File: config.mk
export PLATFORM = sky130hd
export DESIGN_NAME = ex_mem_stage
export DESIGN_NICKNAME = d
export VERILOG_FILES = /design/src/rtl/ex_mem_stage.sv
export SDC_FILE = /design/constraint.sdc
export NUM_CORES = 1
export LEC_CHECK = 0
export CAP_MARGIN = 40
export CORE_MARGIN = 8
export CORE_UTILIZATION = 51
export DETAILED_ROUTE_END_ITERATION = 16
export GPL_TIMING_DRIVEN = 0
export PLACE_DENSITY_LB_ADDON = 0.12
export SYNTH_ARGS = -nofsm -noshare
export SYNTH_HDL_FRONTEND = slang
export SYNTH_SLANG_ARGS = --single-unit
File: constraint.sdc
create_clock -name clk -period 2.3 [get_ports clk]
set_input_delay 0.46 -clock clk [delete_from_list [all_inputs] [get_ports clk]]
set_output_delay 0.46 -clock clk [all_outputs]
set_load 0.05 [all_outputs]
File: src/rtl/ex_mem_stage.sv
// EX->MEM pipeline register with a two-entry skid buffer (MAIN drives outputs, SKID absorbs
// one extra operation so in_ready can be a pure register), plus the architectural status flags.
module ex_mem_stage #(
    parameter int DW = 32
) (
    input  logic          clk,
    input  logic          rst_n,
    input  logic          in_valid,
    output logic          in_ready,
    input  logic [DW-1:0] f_i,
    input  logic          z_i,
    input  logic          c_i,
    input  logic          v_i,
    input  logic          n_i,
    input  logic [DW-1:0] bd_i,
    input  logic [4:0]    da_i,
    input  logic          rw_i,
    input  logic          mw_i,
    input  logic          slt_i,
    input  logic          setf_i,
    input  logic [1:0]    md_i,
    input  logic          flush,
    output logic          out_valid,
    input  logic          out_ready,
    output logic [DW-1:0] f_o,
    output logic [DW-1:0] bd_o,
    output logic [4:0]    da_o,
    output logic [1:0]    md_o,
    output logic          rw_o,
    output logic          mw_o,
    output logic [3:0]    flags_o,
    output logic [3:0]    status_o
);

    typedef enum logic [1:0] {
        EMPTY = 2'd0,
        ONE   = 2'd1,
        FULL  = 2'd2
    } state_t;

    typedef struct packed {
        logic [DW-1:0] f;
        logic [DW-1:0] bd;
        logic [4:0]    da;
        logic [1:0]    md;
        logic          rw;
        logic          mw;
        logic [3:0]    flags;
    } payload_t;

    state_t   state_q, state_d;
    payload_t main_q, main_d;
    payload_t skid_q, skid_d;
    payload_t in_payload;
    logic [3:0] status_q, status_d;
    logic       accept;
    logic       pop;

    // The state encoding makes "SKID valid without MAIN" unrepresentable.
    assign in_ready  = (state_q != FULL);
    assign out_valid = (state_q != EMPTY);
    assign accept    = in_valid & in_ready & ~flush;
    assign pop       = out_valid & out_ready;

    always_comb begin
        in_payload.f     = slt_i ? {{(DW-1){1'b0}}, n_i ^ v_i} : f_i;
        in_payload.bd    = bd_i;
        in_payload.da    = da_i;
        in_payload.md    = md_i;
        in_payload.rw    = rw_i;
        in_payload.mw    = mw_i;
        in_payload.flags = {z_i, c_i, v_i, n_i};
    end

    always_comb begin
        state_d  = state_q;
        main_d   = main_q;
        skid_d   = skid_q;
        status_d = status_q;
        if (flush) begin
            state_d = EMPTY;
        end else begin
            // Status commits on acceptance, not when the operation leaves.
            if (accept && setf_i) begin
                status_d = {z_i, c_i, v_i, n_i};
            end
            case (state_q)
                EMPTY: begin
                    if (accept) begin
                        main_d  = in_payload;
                        state_d = ONE;
                    end
                end
                ONE: begin
                    if (accept && pop) begin
                        main_d = in_payload;
                    end else if (accept) begin
                        skid_d  = in_payload;
                        state_d = FULL;
                    end else if (pop) begin
                        state_d = EMPTY;
                    end
                end
                FULL: begin
                    if (pop) begin
                        main_d  = skid_q;
                        state_d = ONE;
                    end
                end
                default: state_d = EMPTY;
            endcase
        end
    end

    always_ff @(posedge clk or negedge rst_n) begin
        if (!rst_n) begin
            state_q  <= EMPTY;
            main_q   <= '0;
            skid_q   <= '0;
            status_q <= 4'b0000;
        end else begin
            state_q  <= state_d;
            main_q   <= main_d;
            skid_q   <= skid_d;
            status_q <= status_d;
        end
    end

    assign f_o      = main_q.f;
    assign bd_o     = main_q.bd;
    assign da_o     = main_q.da;
    assign md_o     = main_q.md;
    assign rw_o     = main_q.rw & out_valid;
    assign mw_o     = main_q.mw & out_valid;
    assign flags_o  = main_q.flags;
    assign status_o = status_q;

endmodule

Word level (Yosys, flattened, before mapping)
Cells that the tools add are included.
W data, S select, Z words.
{"block": "word_totals", "register_bits": 160, "elab_cells": 55, "inputBits": 84}
{"block": "op_classes", "bitwise_logic": 8, "eq_ne": 10, "n_reduce_logical": 9, "muxes": 12}
{"cell": "$mux W77", "count": 3}
{"cell": "$pmux W77 S3", "count": 1}
{"cell": "$mux W32", "count": 1}
{"cell": "$mux W2", "count": 6}
{"cell": "$ne A3 B3 Y1 const B", "count": 3}
{"cell": "$ne A2 B2 Y1 const B", "count": 4}
{"cell": "$reduce_and A4 Y1", "count": 2}
{"cell": "$pmux W2 S3", "count": 1}
{"cell": "$and A1 B1 Y1", "count": 5}
{"cell": "$reduce_and A5 Y1", "count": 1}
{"cell": "$ne A4 B4 Y1 const B", "count": 1}
{"cell": "$reduce_bool A3 Y1", "count": 1}
{"cell": "$eq A2 B1 Y1 const B", "count": 1}
{"cell": "$eq A2 B2 Y1 const B", "count": 1}
{"cell": "$logic_and A1 B1 Y1", "count": 2}
{"cell": "$logic_not A2 Y1", "count": 1}
{"cell": "$not A1 Y1", "count": 2}
{"cell": "$reduce_and A2 Y1", "count": 1}
{"cell": "$reduce_bool A2 Y1", "count": 1}
{"cell": "$xor A1 B1 Y1", "count": 1}

Longest topological paths before layout
{"block": "logic_depth", "word_depth": 7, "ltp_mapped": 8, "mapped_depth_nobuf": 5}

Worst setup path after synthesis
Ideal clock, no wire load.
{"block": "synth_path", "kind": "reg-to-output", "startpoint": "register state_q[1]", "endpoint": "output port in_ready", "t_arrival_ns": 1.421, "stages_incl_launch_ff": 5, "slack_ns": 0.419, "n_path_buf": 2, "cell_sequence": "dfrtp_1 -> nor2b_1 -> buf_2 -> inv_1 -> clkbuf_1"}
{"block": "synth_between", "elab_chain_len": 1}
{"item": "from (decl)", "line_no": "51", "rtl": "state_t state_q, state_d;"}
{"item": "from (signal assigned)", "line_no": "122", "rtl": "state_q <= state_d;"}
{"item": "$ne A2 B2 Y1", "line_no": "60", "rtl": "assign in_ready = (state_q != FULL);"}
{"item": "to (decl)", "line_no": "9", "rtl": "output logic in_ready,"}
Every way passes these cells.

Worst setup path in the final report
Same ends and word-level chain as after synthesis.

==> flow_summary_export.csv <==
group,metric,value,unit
layout,diodes,0,
drt,met2_wirelength,9.39,mm
setup_path,critical_setup_path_class,"reg -> out",
drt,highest-signal-layer,"met4",
logic_synthesis,synth_enable_flop_cells,0,
layout,layout-drive-gt1-share,28.1,%
logic_synthesis,synth_cell_types,27,
setup_path,worst_ep_arrival_time,1.74,ns
logic_synthesis,fraction_of_registers_with_async_set_or_reset_after_synthesis,100,%
sta,fin_worst_skew,0.00500,ns
drt,vias_per_cell,4.98,
drt,met1Wirelength,8.08,mm
setup_path,slowest_cp_cell,"dfrtp_2",
die,core_footprint,15000,um^2
sta,worst-slew-pin-transition,0.545,ns
place,dp_slack,-0.539,ns
power_and_ir_drop,power-per-cell-area,971,nW/um^2
clocking,numClockSinks,160,
sta,maxSlewViolCount,0,
logic_synthesis,post-synth-top-count-cell,"nand2_1",
drt,dr_total_vias,5511,
grt,first_global_vias,6030,
setup_path,timing_startpoint_of_the_critical_path,"state_q[1]",
clocking,clk-insertion-delay-late,0.42,ns
power_and_ir_drop,p_sw,3.09,mW
logic_synthesis,synthCells,718,
logic_synthesis,yosys.area.top_type_share,51.5,%
drt,postRouteAntennaNets,0,
power_and_ir_drop,power_report.internal_total,7.00,mW
layout,layout.cell_area.non_filler,10400,um^2
logic_synthesis,syn-cell-area,7780,um^2
power_and_ir_drop,pwr-share-clk,31.7,%
layout,final-instance-count-excl-fill,1106,
setup_path,critPathMaxFanout,10,
run_status,status,"complete, no violations",
logic_synthesis,postSynthNetCount,802,
min_path,hp-start,"skid_q[52]",
sta,worst_slack,0.0971,ns
grt,grt_start_max_net_pins,109,
sta,layout_worst_path_cycle_share,95.8,%
die,floorplan.io_pins,167,
sta,setup_repair_after_global_routing_missed_its_margin,"no",
setup_path,r2r-start,"state_q[1]",
logic_synthesis,synth-warning-count,0,
drt,drtIter0Drc,225,
sta,hold-worst-slack,0.482,ns
logic_synthesis,yosysSeqAreaShare,51.5,%
setup_path,startpoint_type,"flop",
sta,finalSetupViolCount,0,
power_and_ir_drop,power.share.combinational,30.9,%
layout,final.fill_count,1116,
setup_path,timing.critical_path.slowest_cell_delay,0.45,ns
logic_synthesis,synth.ff_latch_count,160,
layout,areaGrowthSynthToFinish,33.5,%
layout,post_layout_util,69.1,%
logic_synthesis,netlist_top_cells_count,"201 x nand2_1, 160 x dfrtp_1, 81 x mux2_2, 78 x buf_4, 48 x o21ai_0",
place,dp.cells,1073,
sta,final_hold_viol_count,0,
drt,route.detailed.wl_per_inst,16.9,um
setup_path,timing.critical_path.required,1.84,ns
sta,fmaxAchievable,0.454,GHz
setup_path,worst_path_dominant_cell_family,"buffers and inverters",
logic_synthesis,synthFlopType,"dfrtp_1",
clocking,cts_buffers,17,
setup_path,end_kind,"primary output",
power_and_ir_drop,ir_worst_vdd,587,uV
drt,firstDrtPassIters,4,
clocking,h-tree-depth,4,
power_and_ir_drop,power.sequential.fraction,37.4,%
layout,nets_final,989,
clocking,clk_transition_reported_paths,0.06,ns
grt,aggregate_global_route_resource_usage,19.8,%
place,detailed_place.area,9710,um^2
sta,worst_slew_margin_rel,63.6,%
sta,tns,0,ns
logic_synthesis,synthDominantAreaCellType,"dfrtp_1",
grt,grt-ovfl-total,0,
clocking,clock_tree_from_tritoncts,"built",
min_path,hold_path_class,"reg -> reg",
die,initial_utilization,51.7,%
sta,finalCriticalPeriod,2.20,ns
logic_synthesis,top_post_synthesis_cells_by_area,"dfrtp_1 51%, mux2_2 12%, nand2_1 9.7%, mux2_4 8.7%, buf_4 7.5%",
run,drv.max_cap_violation_count,0,
logic_synthesis,syn_area_per_cell,10.8,um^2
layout,multi_input_area,3000,um^2
setup_path,critical_path_cell_list,"nor2b_1, clkbuf_4, inv_2, clkbuf_8, buf_4",
die,die_area,19500,um^2
grt,antenna_violations_before_repair,0,
die,floorplan.die.height,139,um
setup_path,critical_path_buf_inv_count,4,
grt,first_pass_grt_wire_length,31.0,mm
die,die_w,139,um
drt,dr_wl_met3,1.11,mm
drt,drt_drc_violations_left,0,
layout,final-seq-area,4010,um^2
power_and_ir_drop,p_total,10.1,mW
power_and_ir_drop,swShare,30.6,%
power_and_ir_drop,cellLeakagePower,4.88,nW
place,port_buffers,166,
die,row_count,45,
clocking,clockBufferDepth,2,
drt,wl,18.7,mm
place,final_replace_weighted_congestion,0.759,
place,hpwlAfterDp,13.3,mm
clocking,cts_root_buffer,"clkbuf_16",
==> placed cells by master, fill, tap and decap left out, drive strengths merged, types with 2 or more instances in the layout <==
master and count:
nand2 201, a21oi 2, nor2 2, clkdlybuf4s50 161, o21ai 64, and2 2, mux2 126, clkbuf 42
dfrtp 160, buf 100, nand3b 2, nand2b 32, clkinvlp 3, bufinv 6, nor2b 2
==> state kept, by name, summed over array words and instances, names as in the netlist <==
name	count
md_o	2
state_q	2
bd_o	32
status_o	4
main_q	2
flags_o	4
da_o	5
f_o	32
skid_q	77
==> metal layers <==
metal | vias up | track usage, %
met5 | - | 0
met1 | 2717 | 23.9
met2 | 135 | 33.6
li1 | 2650 | -
met3 | 9 | 6.67
met4 | 0 | 4.56
==> worst min-delay path: stages, from the launching register on <==
cell and delay [ns]:
dfrtp_1 0.34, nand2_1 0.05, o21ai_0 0.06
==> logic make-up after synthesis <==
logic type	Yosys count	synth area share, %
XOR/XNOR	1	0.113
flip-flops	160	51.5
multiplexers	126	20.4
buffers and inverters	116	10.0
AND/OR/NAND/NOR	245	13.3
AO/OA/AOI/OAI	70	4.67
==> what timing repair did <==
action / CTS / global route
endpoints found under the setup margin: 4 / 33
setup buffers: 0 / 0
resized for setup: 12 / 9
hold buffers: 1 / 0
hold endpoints to repair: 52 / 0
==> power by group through the flow <==
stage               Clock, mW  Combinational [mW]  Sequential (mW)
CTS                      3.25                3.16             3.77
detailed placement          0                3.14             3.81
floorplan                   0                2.17             3.76
global placement            0                3.09             3.77
global route             3.38                3.30             3.84
finish                   3.20                3.12             3.77
==> final timing paths <==
kind	endpoint	slack (ns)	depth (start not counted)
worst max-delay path	in_ready	0.1	5
worst max register to register	bd_o[6]	0.31	8
worst min register to register	skid_q[52]	0.48	2
max in group asynchronous	skid_q[44]	0.89	3
worst min-delay path	skid_q[52]	0.48	2
min in group asynchronous	bd_o[18]	0.53	2
==> cell type report <==
type                            instances  share of cell area (%)
Sequential cell                       160                    38.6
Tap cell                              188                    2.27
Timing Repair Buffer                  168                    16.3
Multi-Input combinational cell        442                    28.9
Clock buffer                           22                    4.37
Inverter                                1                  0.0361
Buffer                                115                    7.62
Clock inverter                         10                    2.00
Note: power is estimated with default switching activity, not from simulation.
